**src/rtl/pcileech_com_pkg.sv**
```systemverilog
// Shared definitions for the PCILeech COM-core RX path: the in-band resync
// word and the RX front-end state encoding.
package pcileech_com_pkg;

    // Two of these back-to-back on the link abort the partial group.
    localparam logic [31:0] COM_MAGIC_RESYNC = 32'h6666_5555;

    typedef enum logic [1:0] {
        S_DELAY = 2'd0,  // quiet period after reset release
        S_INIT  = 2'd1,  // injecting the boot-time word table
        S_RUN   = 2'd2   // forwarding packed link data from the FIFO
    } com_rx_state_t;

endpackage

```
**src/rtl/pcileech_com_rx_obuf.sv**
```systemverilog
// Single-clock fall-through FIFO: dout shows the head word whenever valid is
// high, pop consumes it. A push while full is accepted only if a pop frees a
// slot in the same cycle. DEPTH must be a power of two (>= 2).
module pcileech_com_rx_obuf #(
    parameter int WIDTH = 64,
    parameter int DEPTH = 4
) (
    input  logic             clk,
    input  logic             rst_n,
    input  logic [WIDTH-1:0] din,
    input  logic             push,
    output logic             full,
    output logic [WIDTH-1:0] dout,
    output logic             valid,
    input  logic             pop
);

    localparam int AW = $clog2(DEPTH);

    logic [WIDTH-1:0] mem_q [DEPTH];
    logic [AW-1:0]    wr_ptr_q;
    logic [AW-1:0]    rd_ptr_q;
    logic [AW:0]      count_q;
    logic             wr_en;
    logic             rd_en;

    // Status flags, effective read/write enables and the fall-through head.
    always_comb begin
        valid = (count_q != '0);
        full  = (count_q == (AW+1)'(DEPTH));
        rd_en = pop & valid;
        wr_en = push & (~full | rd_en);
        dout  = mem_q[rd_ptr_q];
    end

    // Storage array write.
    // NOTE: the data array is deliberately not reset; only pointers and the
    // occupancy count must be defined, and a reset here would block RAM mapping.
    always_ff @(posedge clk) begin
        if (wr_en) begin
            mem_q[wr_ptr_q] <= din;
        end
    end

    // Pointer and occupancy bookkeeping.
    // NOTE: sequential state uses non-blocking assignment so every register
    // samples the pre-edge values regardless of statement order.
    always_ff @(posedge clk or negedge rst_n) begin
        if (!rst_n) begin
            wr_ptr_q <= '0;
            rd_ptr_q <= '0;
            count_q  <= '0;
        end else begin
            if (wr_en) wr_ptr_q <= wr_ptr_q + 1'b1;
            if (rd_en) rd_ptr_q <= rd_ptr_q + 1'b1;
            case ({wr_en, rd_en})
                2'b10:   count_q <= count_q + 1'b1;
                2'b01:   count_q <= count_q - 1'b1;
                default: count_q <= count_q;
            endcase
        end
    end

endmodule

```
**src/rtl/pcileech_com_rx_packer.sv**
```systemverilog
// COM-core RX front end. Packs RATIO link words (IN_W bits each, first word
// in the MSBs) into OUT_W-bit words, injects INIT_WORDS boot words after an
// INIT_DELAY-cycle quiet period, and resyncs on two consecutive MAGIC words.
// Packed words are buffered in pcileech_com_rx_obuf and drained in S_RUN.
// Optional: define PCILEECH_COM_RX_STATS_EN to add the saturating
// stat_resync / stat_drop counter ports. Requires INIT_DELAY >= 1.
module pcileech_com_rx_packer
    import pcileech_com_pkg::*;
#(
    parameter int              IN_W       = 32,
    parameter int              RATIO      = 2,
    parameter logic [IN_W-1:0] MAGIC      = IN_W'(COM_MAGIC_RESYNC),
    parameter int              INIT_DELAY = 16,
    parameter int              INIT_WORDS = 5,
    parameter int              OBUF_DEPTH = 4,
    localparam int             OUT_W      = IN_W * RATIO
) (
    input  logic                        clk,
    input  logic                        rst_n,
    input  logic [IN_W-1:0]             in_data,
    input  logic                        in_valid,
    input  logic [INIT_WORDS*OUT_W-1:0] init_data,
    output logic [OUT_W-1:0]            out_data,
    output logic                        out_valid,
    input  logic                        out_ready,
    output logic                        init_done,
    output logic                        overflow
`ifdef PCILEECH_COM_RX_STATS_EN
    ,
    output logic [15:0]                 stat_resync,
    output logic [15:0]                 stat_drop
`endif
);

    localparam int DLY_W = (INIT_DELAY > 1) ? $clog2(INIT_DELAY) : 1;
    localparam int IDX_W = (INIT_WORDS > 1) ? $clog2(INIT_WORDS) : 1;
    localparam int CNT_W = $clog2(RATIO);

    com_rx_state_t    state_q, state_d;
    logic [DLY_W-1:0] dly_q, dly_d;
    logic [IDX_W-1:0] idx_q, idx_d;
    logic             init_done_q, init_done_d;
    logic [CNT_W-1:0] cnt_q, cnt_d;
    logic [OUT_W-1:0] acc_q, acc_d;
    logic [IN_W-1:0]  last_word_q, last_word_d;
    logic             last_valid_q, last_valid_d;
    logic             overflow_q, overflow_d;

    logic [OUT_W-1:0] init_word;
    logic [OUT_W-1:0] acc_shift;
    logic             resync;
    logic             push_req;
    logic             pop;
    logic             drop;
    logic             obuf_full;
    logic             obuf_valid;
    logic [OUT_W-1:0] obuf_dout;

    // FSM state register plus the counters it owns.
    always_ff @(posedge clk or negedge rst_n) begin
        if (!rst_n) begin
            state_q     <= S_DELAY;
            dly_q       <= '0;
            idx_q       <= '0;
            init_done_q <= 1'b0;
        end else begin
            state_q     <= state_d;
            dly_q       <= dly_d;
            idx_q       <= idx_d;
            init_done_q <= init_done_d;
        end
    end

    // FSM next state: wait out the delay, step through the init table on
    // each handshake, then stay in S_RUN until reset.
    // NOTE: every combinational output gets a default first so no path
    // through the block leaves a variable unassigned (which would infer a latch).
    always_comb begin
        state_d     = state_q;
        dly_d       = dly_q;
        idx_d       = idx_q;
        init_done_d = init_done_q;
        unique case (state_q)
            S_DELAY: begin
                if (dly_q == DLY_W'(INIT_DELAY - 1)) state_d = S_INIT;
                else                                 dly_d   = dly_q + 1'b1;
            end
            S_INIT: begin
                // out_valid is constantly high here, so out_ready is the handshake.
                if (out_ready) begin
                    if (idx_q == IDX_W'(INIT_WORDS - 1)) begin
                        state_d     = S_RUN;
                        init_done_d = 1'b1;
                    end else begin
                        idx_d = idx_q + 1'b1;
                    end
                end
            end
            S_RUN:   state_d = S_RUN;
            default: state_d = S_DELAY;
        endcase
    end

    // Select the init table entry addressed by idx_q.
    always_comb begin
        init_word = '0;
        for (int k = 0; k < INIT_WORDS; k++) begin
            if (idx_q == IDX_W'(k)) init_word = init_data[k*OUT_W +: OUT_W];
        end
    end

    // FSM outputs: nothing in S_DELAY, the init table in S_INIT, FIFO head in S_RUN.
    always_comb begin
        out_valid = 1'b0;
        out_data  = '0;
        pop       = 1'b0;
        unique case (state_q)
            S_INIT: begin
                out_valid = 1'b1;
                out_data  = init_word;
            end
            S_RUN: begin
                out_valid = obuf_valid;
                out_data  = obuf_valid ? obuf_dout : '0;
                pop       = obuf_valid & out_ready;
            end
            default: ;
        endcase
    end

    // Packer next state: resync detection, LSB shift-in and group completion.
    always_comb begin
        cnt_d        = cnt_q;
        acc_d        = acc_q;
        last_word_d  = last_word_q;
        last_valid_d = last_valid_q;
        push_req     = 1'b0;
        acc_shift    = {acc_q[OUT_W-IN_W-1:0], in_data};
        resync       = in_valid & (in_data == MAGIC) & last_valid_q & (last_word_q == MAGIC);
        if (in_valid) begin
            last_word_d  = in_data;
            last_valid_d = 1'b1;
            if (resync) begin
                cnt_d = '0;
            end else begin
                acc_d = acc_shift;
                if (cnt_q == CNT_W'(RATIO - 1)) begin
                    push_req = 1'b1;
                    cnt_d    = '0;
                end else begin
                    cnt_d = cnt_q + 1'b1;
                end
            end
        end
    end

    // A completed word is lost only if the FIFO is full and no pop frees a slot.
    always_comb begin
        drop       = push_req & obuf_full & ~pop;
        overflow_d = overflow_q | drop;
    end

    // Packer and sticky overflow registers.
    always_ff @(posedge clk or negedge rst_n) begin
        if (!rst_n) begin
            cnt_q        <= '0;
            acc_q        <= '0;
            last_word_q  <= '0;
            last_valid_q <= 1'b0;
            overflow_q   <= 1'b0;
        end else begin
            cnt_q        <= cnt_d;
            acc_q        <= acc_d;
            last_word_q  <= last_word_d;
            last_valid_q <= last_valid_d;
            overflow_q   <= overflow_d;
        end
    end

    assign init_done = init_done_q;
    assign overflow  = overflow_q;

    pcileech_com_rx_obuf #(
        .WIDTH (OUT_W),
        .DEPTH (OBUF_DEPTH)
    ) u_obuf (
        .clk   (clk),
        .rst_n (rst_n),
        .din   (acc_shift),
        .push  (push_req),
        .full  (obuf_full),
        .dout  (obuf_dout),
        .valid (obuf_valid),
        .pop   (pop)
    );

`ifdef PCILEECH_COM_RX_STATS_EN
    logic [15:0] stat_resync_q;
    logic [15:0] stat_drop_q;

    // Saturating event counters for resyncs and dropped words.
    always_ff @(posedge clk or negedge rst_n) begin
        if (!rst_n) begin
            stat_resync_q <= '0;
            stat_drop_q   <= '0;
        end else begin
            if (resync && (stat_resync_q != 16'hFFFF)) stat_resync_q <= stat_resync_q + 16'd1;
            if (drop && (stat_drop_q != 16'hFFFF))     stat_drop_q   <= stat_drop_q + 16'd1;
        end
    end

    assign stat_resync = stat_resync_q;
    assign stat_drop   = stat_drop_q;
`endif

endmodule
```
**config.mk**
```make
export PLATFORM = sky130hd
export DESIGN_NAME = pcileech_com_rx_packer
export DESIGN_NICKNAME = d
export VERILOG_FILES = /design/src/rtl/pcileech_com_pkg.sv /design/src/rtl/pcileech_com_rx_obuf.sv /design/src/rtl/pcileech_com_rx_packer.sv
export SDC_FILE = /design/constraint.sdc
export NUM_CORES = 1
export LEC_CHECK = 0
export ABC_AREA = 1
export CAP_MARGIN = 20
export CELL_PAD_IN_SITES_DETAIL_PLACEMENT = 1
export CELL_PAD_IN_SITES_GLOBAL_PLACEMENT = 1
export CORE_MARGIN = 2
export CORE_UTILIZATION = 40
export DETAILED_ROUTE_END_ITERATION = 7
export GPL_TIMING_DRIVEN = 0
export PLACE_DENSITY = 0.88
export SLEW_MARGIN = 15
export SYNTH_ARGS = -nofsm -noshare
export SYNTH_HDL_FRONTEND = slang
export SYNTH_SLANG_ARGS = --single-unit
```
**constraint.sdc**
```tcl
create_clock -name clk -period 8 [get_ports clk]
set_clock_uncertainty 0.15 [all_clocks]
set_input_delay 1.6 -clock clk [delete_from_list [all_inputs] [get_ports clk]]
set_output_delay 1.6 -clock clk [all_outputs]
set_load 0.02 [all_outputs]
```
* Word-level counts from Yosys, hierarchy flattened *
Memory sizes are Yosys's and may differ from the RTL's.
Cells that the tools add are included.

storage, ports and cells
  input bits = 356
  logic and storage cells = 80
  output and inout port bits = 67
  memory bits (writable) = 256
  register bits = 84
  memories kept = 1

memory list
  name          words  bits a word  read ports  clocked after memory_dff  wr ports  line                        text
  u_obuf.mem_q  4      64           1           0                         1         pcileech_com_rx_obuf.sv:20  logic [WIDTH-1:0] mem_q [DEPTH];

cells by class
  reduce and logical (&&, ||, !) cells = 9
  add/subtract/negate cells = 7
  mux-type cells = 21
  bitwise gates (word level) = 15
  eq/ne operators = 15

operator list
  cell                  count
  $mux 64               6
  $pmux 64 s2           1
  $eq 32x31->1 const B  2
  $reduce_and 3->1      3
  $and 1x1->1           8
  $mux 1                8
  $add 3x1->3 const B   2
  $eq 3x2->1 const B    2
  $eq 3x3->1 const B    2
  $mux 2                3
  $ne 2x2->1 const B    3
  $pmux 2 s3            1
  $pmux 3 s2            1
  $not 1->1             5
  $add 2x1->2 const B   2
  $add 4x1->4 const B   1
  $eq 2x1->1 const B    2
  $eq 2x2->1 const B    2
  $eq 4x4->1 const B    1
  $reduce_and 2->1      2
  $eq 3x1->1 const B    1
  $logic_not 3->1       1
  $reduce_bool 3->1     1
  $sub 3x1->3 const B   1
  other kinds (5)       6

* Longest topological paths before layout *
  depth in word-level cells = 9
  depth in mapped cells = 17
  mapped depth without buffers = 17

* Modules after synthesis *
A second synthesis with hierarchy kept.

unflattened totals
  cells, all modules = 2029
  area, all modules = 17530.6 sq um

modules (own cells, without submodules)
  module                  times used  cells an instance  sequential area each (sq um)  area an instance (sq um)
  pcileech_com_rx_obuf    1           673                7862.5                        9932.0
  pcileech_com_rx_packer  1           1356               1926.8                        7598.5

* Worst setup path before layout *
Ideal clock, no wire load.

  path kind = input-to-reg
  start point = in in_valid
  end point = mem u_obuf.mem_q[0][0], enable pin
  arrival time = 4.857 ns
  stages on the path = 5
  buffers on the path = 1
  data required time = 7.363 ns
  setup time = 0.487 ns
  setup slack = 2.507 ns
  cells stage by stage = clkbuf_1 nand2_1 inv_1 nand3_2 nor2_1

between the ends
  word-level cells in the longest chain between the ends = 8

ends and longest elaborated chain
  item                            line                           text
  start, declared                 pcileech_com_rx_packer.sv:21   input logic in_valid,
  $and 1x1->1 (3 in series)       pcileech_com_rx_packer.sv:139  resync = in_valid & (in_data == MAGIC) & last_valid_q & (last_word_q == MAGIC);
  $mux 1                          pcileech_com_rx_packer.sv:143  if (resync) begin
  $mux 1 *                        pcileech_com_rx_packer.sv:140  if (in_valid) begin
  $and 1x1->1 *                   pcileech_com_rx_obuf.sv:32     wr_en = push & (~full | rd_en);
  $mux 1 *                        pcileech_com_rx_obuf.sv:40     if (wr_en) begin
  $mux 1 (not written as such) *  pcileech_com_rx_obuf.sv:41     mem_q[wr_ptr_q] <= din;
  end, declared                   pcileech_com_rx_obuf.sv:20

Mark *: on every way between the ends. The rest lies on a longest branch, timed or not.

* Worst setup path after layout *
  start point = reg idx_q[2]
  end point = out out_data[11]

between the ends
  word-level cells in the longest chain between the ends = 7
  elaborated cells on any way between the ends = 11
  classes of those cells = eq/ne: 4; mux: 6; reduce/logical: 1

ends and longest elaborated chain
  item                    line                           text
  start, declared         pcileech_com_rx_packer.sv:41   logic [IDX_W-1:0] idx_q, idx_d;
  start signal, assigned  pcileech_com_rx_packer.sv:69   idx_q <= idx_d;
  $logic_not 3->1         pcileech_com_rx_packer.sv:108  if (idx_q == IDX_W'(k)) init_word = init_data[k*OUT_W +: OUT_W];
  $mux 64 (4 in series)   pcileech_com_rx_packer.sv:108
  $mux 64 *               pcileech_com_rx_packer.sv:108
  $pmux 64 s2 *           pcileech_com_rx_packer.sv:117  unique case (state_q)
  end, declared           pcileech_com_rx_packer.sv:23   output logic [OUT_W-1:0] out_data,

Marked as above.

==> results.tsv <==
metric	value	unit
Slew HR	0.469	
syn_area_per_cell	9.45	um^2
largest net degree at the start of global routing	53	
vias per cell	5.92	
share of cells above drive strength 1	0.0655	
Post CTS Setup Buffer Count	0	
die area	43400	um^2
top achievable clock speed	179	MHz
most frequent cells in the layout	clkdlybuf4s50_1, nand2_1, nor2_1	
total gr overflow	0	
CTS Buf Count	35	
Placed Cells	2730	
Req. time, crit path	6.25	ns
reg2reg setup slack	4.82	ns
power per cell area	356	nW/um^2
WS Path Type	register to output pin	
Tmin final	5.60	ns
final non-filler cell total	2811	
Final Hold Fails	0	
Synth cell types	32	
Synth Net Count	2138	
IO Port Bufs	421	
Slew Limit Fails	0	
CTS resizes	0	
starting density of the core	0.407	
worst-skew pair later-pin latency	0.54	ns
Hold Startpoint	last_valid_q$_DFFE_PN0P_	
initial antenna violation count	24	
core box area	41000	um^2
final core occ	0.560	
Max FO, Critical Path	10	
initial DRC count	2018	
CTS tree	done	
io pins	423	
first-pass GRT wire length	117	mm
Worst path max stage delay	0.68	ns
slowest cell on the critical path	clkdlybuf4s50_1	
clock root cell	clkbuf_16	
Clock transition at path regs	0.06	ns
# DRC	0	
VDD IR max	160	uV
die height	208	um
Hold Path Depth	1	
Final Setup Violations	0	
Critical Path Start Type	register	
crit end category	output pin	
register area share after synthesis	0.586	
Rows	74	
YS warnings	0	
H-Tree Depth	2	
Worst Tran Pin Value	0.794	ns
placed wire-length estimate	60.0	mm
Fillers	4574	
Die Wd	208	um
Max clock buf depth	3	
wire per inst	28.7	um
vias in the first global route	17100	
antenna-violating nets left	0	
RSZ-0062 raised after global routing	no	
WP data arrival	3.85	ns
fin nets	2605	
router iterations before antenna repair	6	
status	finished clean	
critical path cell sequence	inv_2 -> buf_2 -> ha_1 -> buf_2 -> clkbuf_1 -> nand2_1 -> nand2_1 -> o221ai_1 -> a21oi_1 -> clkdlybuf4s50_1	
post-detailed-routing wire length	80.8	mm
FF-to-FF path depth	8	
Final period util	0.700	
Hold EP	last_valid_q$_DFFE_PN0P_	
post-place setup slack	2.52	ns
most common cell after layout, fill and taps aside	clkdlybuf4s50_1	
max_cap viols	0	
final worst slack	2.40	ns
Min-Delay Path Class	register to register	
Hold Buf Count CTS	0	
RR Endpoint	u_obuf.mem_q[3][55]$_DFFE_PP_	
Final Wtd Congestion	0.974	
Worst R2R Start	state_q[0]$_DFFE_PN0P_	
#FFs+latches synth	340	
Synth-to-Final Area Change	37.5	%
post-synthesis cell count	1768	
Leak	8.66	nW
Sink Count	340	
vias	16700	
Total GRT Usage	0.364	
synthesized cell area	16700	um^2
==> metrics by stage <==
stage	hold WS, ns	total power [W]	area (um^2)	setup TNS [ns]
global placement	0.300	0.00624	21600	-96.73
CTS	0.327	0.00809	22900	0
detailed placement	0.311	0.00641	21800	0
global route	0.357	0.00852	23000	0
floorplan	0.288	0.00462	16700	0
finish	0.326	0.00817	23000	0
==> routing by layer <==
layer	GRT usage	share of wire	vias to the layer above
li1	-	-	7211
met1	0.458	0.39	8274
met2	0.623	0.49	963
met3	0.0657	0.082	193
met4	0.142	0.039	10
met5	0	0.00087	-
==> critical path, delay by kind of cell, from the launching register on <==
family	cells	cell delay (ns)
buffers and inverters	5	1.80
AO/OA/AOI/OAI	2	0.67
flip-flops	1	0.45
adder cells (fa/ha/maj)	1	0.20
AND/OR/NAND/NOR	2	0.20
==> report_power, final <==
part,total [W],leakage [nW],internal (W),switching [W]
Combinational,0.00423,4.80,0.00139,0.00284
Sequential,0.00229,3.30,0.00216,0.000130
Clock,0.00164,0.556,0.000929,0.000714
Total,0.00817,8.66,0.00449,0.00368
==> flip-flops by register name, indices dropped and copies added, names as in the netlist, 2 cells and up <==
name and flops:
last_word_q 32, u_obuf.mem_q 256, dly_q 4, acc_q 32
state_q 2, u_obuf.rd_ptr_q 2, u_obuf.wr_ptr_q 2, idx_q 3
u_obuf.count_q 3
==> cell usage after synthesis <==
master	instances	share of area
inv_2	4	0.00090
fa_1	1	0.0012
inv_1	65	0.015
o21ai_1	71	0.021
xnor2_1	1	0.00052
nor2_4	1	0.00067
nand4_1	4	0.0015
buf_6	13	0.0088
buf_1	4	0.00090
clkinv_1	1	0.00022
or2_2	1	0.00037
o21a_1	1	0.00045
o221ai_1	64	0.034
o21ai_0	148	0.044
buf_4	15	0.0067
buf_2	42	0.013
or2_1	1	0.00037
edfxtp_1	256	0.46
dfrtp_1	84	0.13
nor2_2	1	0.00037
nand3_1	204	0.061
o22ai_1	64	0.024
clkbuf_1	68	0.015
nor3_1	1	0.00030
nand2_1	269	0.060
o21bai_1	2	0.00090
ha_1	13	0.0097
nor2_1	269	0.060
nand3_2	2	0.0012
a21oi_1	88	0.026
xor2_1	7	0.0037
nand2_2	3	0.0011
==> how the worst max path moves through the flow <==
stage,startpoint,end,cells after the start
2_1_floorplan,in_valid,u_obuf.mem_q[0][0]$_DFFE_PP_,5
3_3_place_gp,in_data[21],u_obuf.mem_q[3][45]$_DFFE_PP_,10
3_5_place_dp,init_data[75],out_data[11],8
4_1_cts,idx_q[2]$_DFFE_PN0P_,out_data[8],10
5_1_grt,idx_q[2]$_DFFE_PN0P_,out_data[8],10
6_report,idx_q[2]$_DFFE_PN0P_,out_data[11],10
==> final cells by class <==
class                   count  area (um^2)  share of cell area
diodes                     18         45.0             0.00196
plain buffers             142          739              0.0322
clock buffers              47         1010              0.0442
clock inverters            16          114             0.00496
inverters                  70          263              0.0114
multi-input cells        1216         5940               0.259
flip-flops and latches    340         9790               0.426
well taps                 532          666              0.0290
repair buffers            430         4400               0.192
==> kinds of logic (layout without fill, tap and decap cells) <==
kind of cell	Yosys count	after routing	share of synthesized area
flops	340	340	0.586
fa+ha+maj	14	14	0.0109
other cells	0	18	0
xor+xnor	8	8	0.00419
compound gates	438	438	0.151
simple gates	756	756	0.188
buf+inv	212	705	0.0600
(Power assumes the default switching activity.)
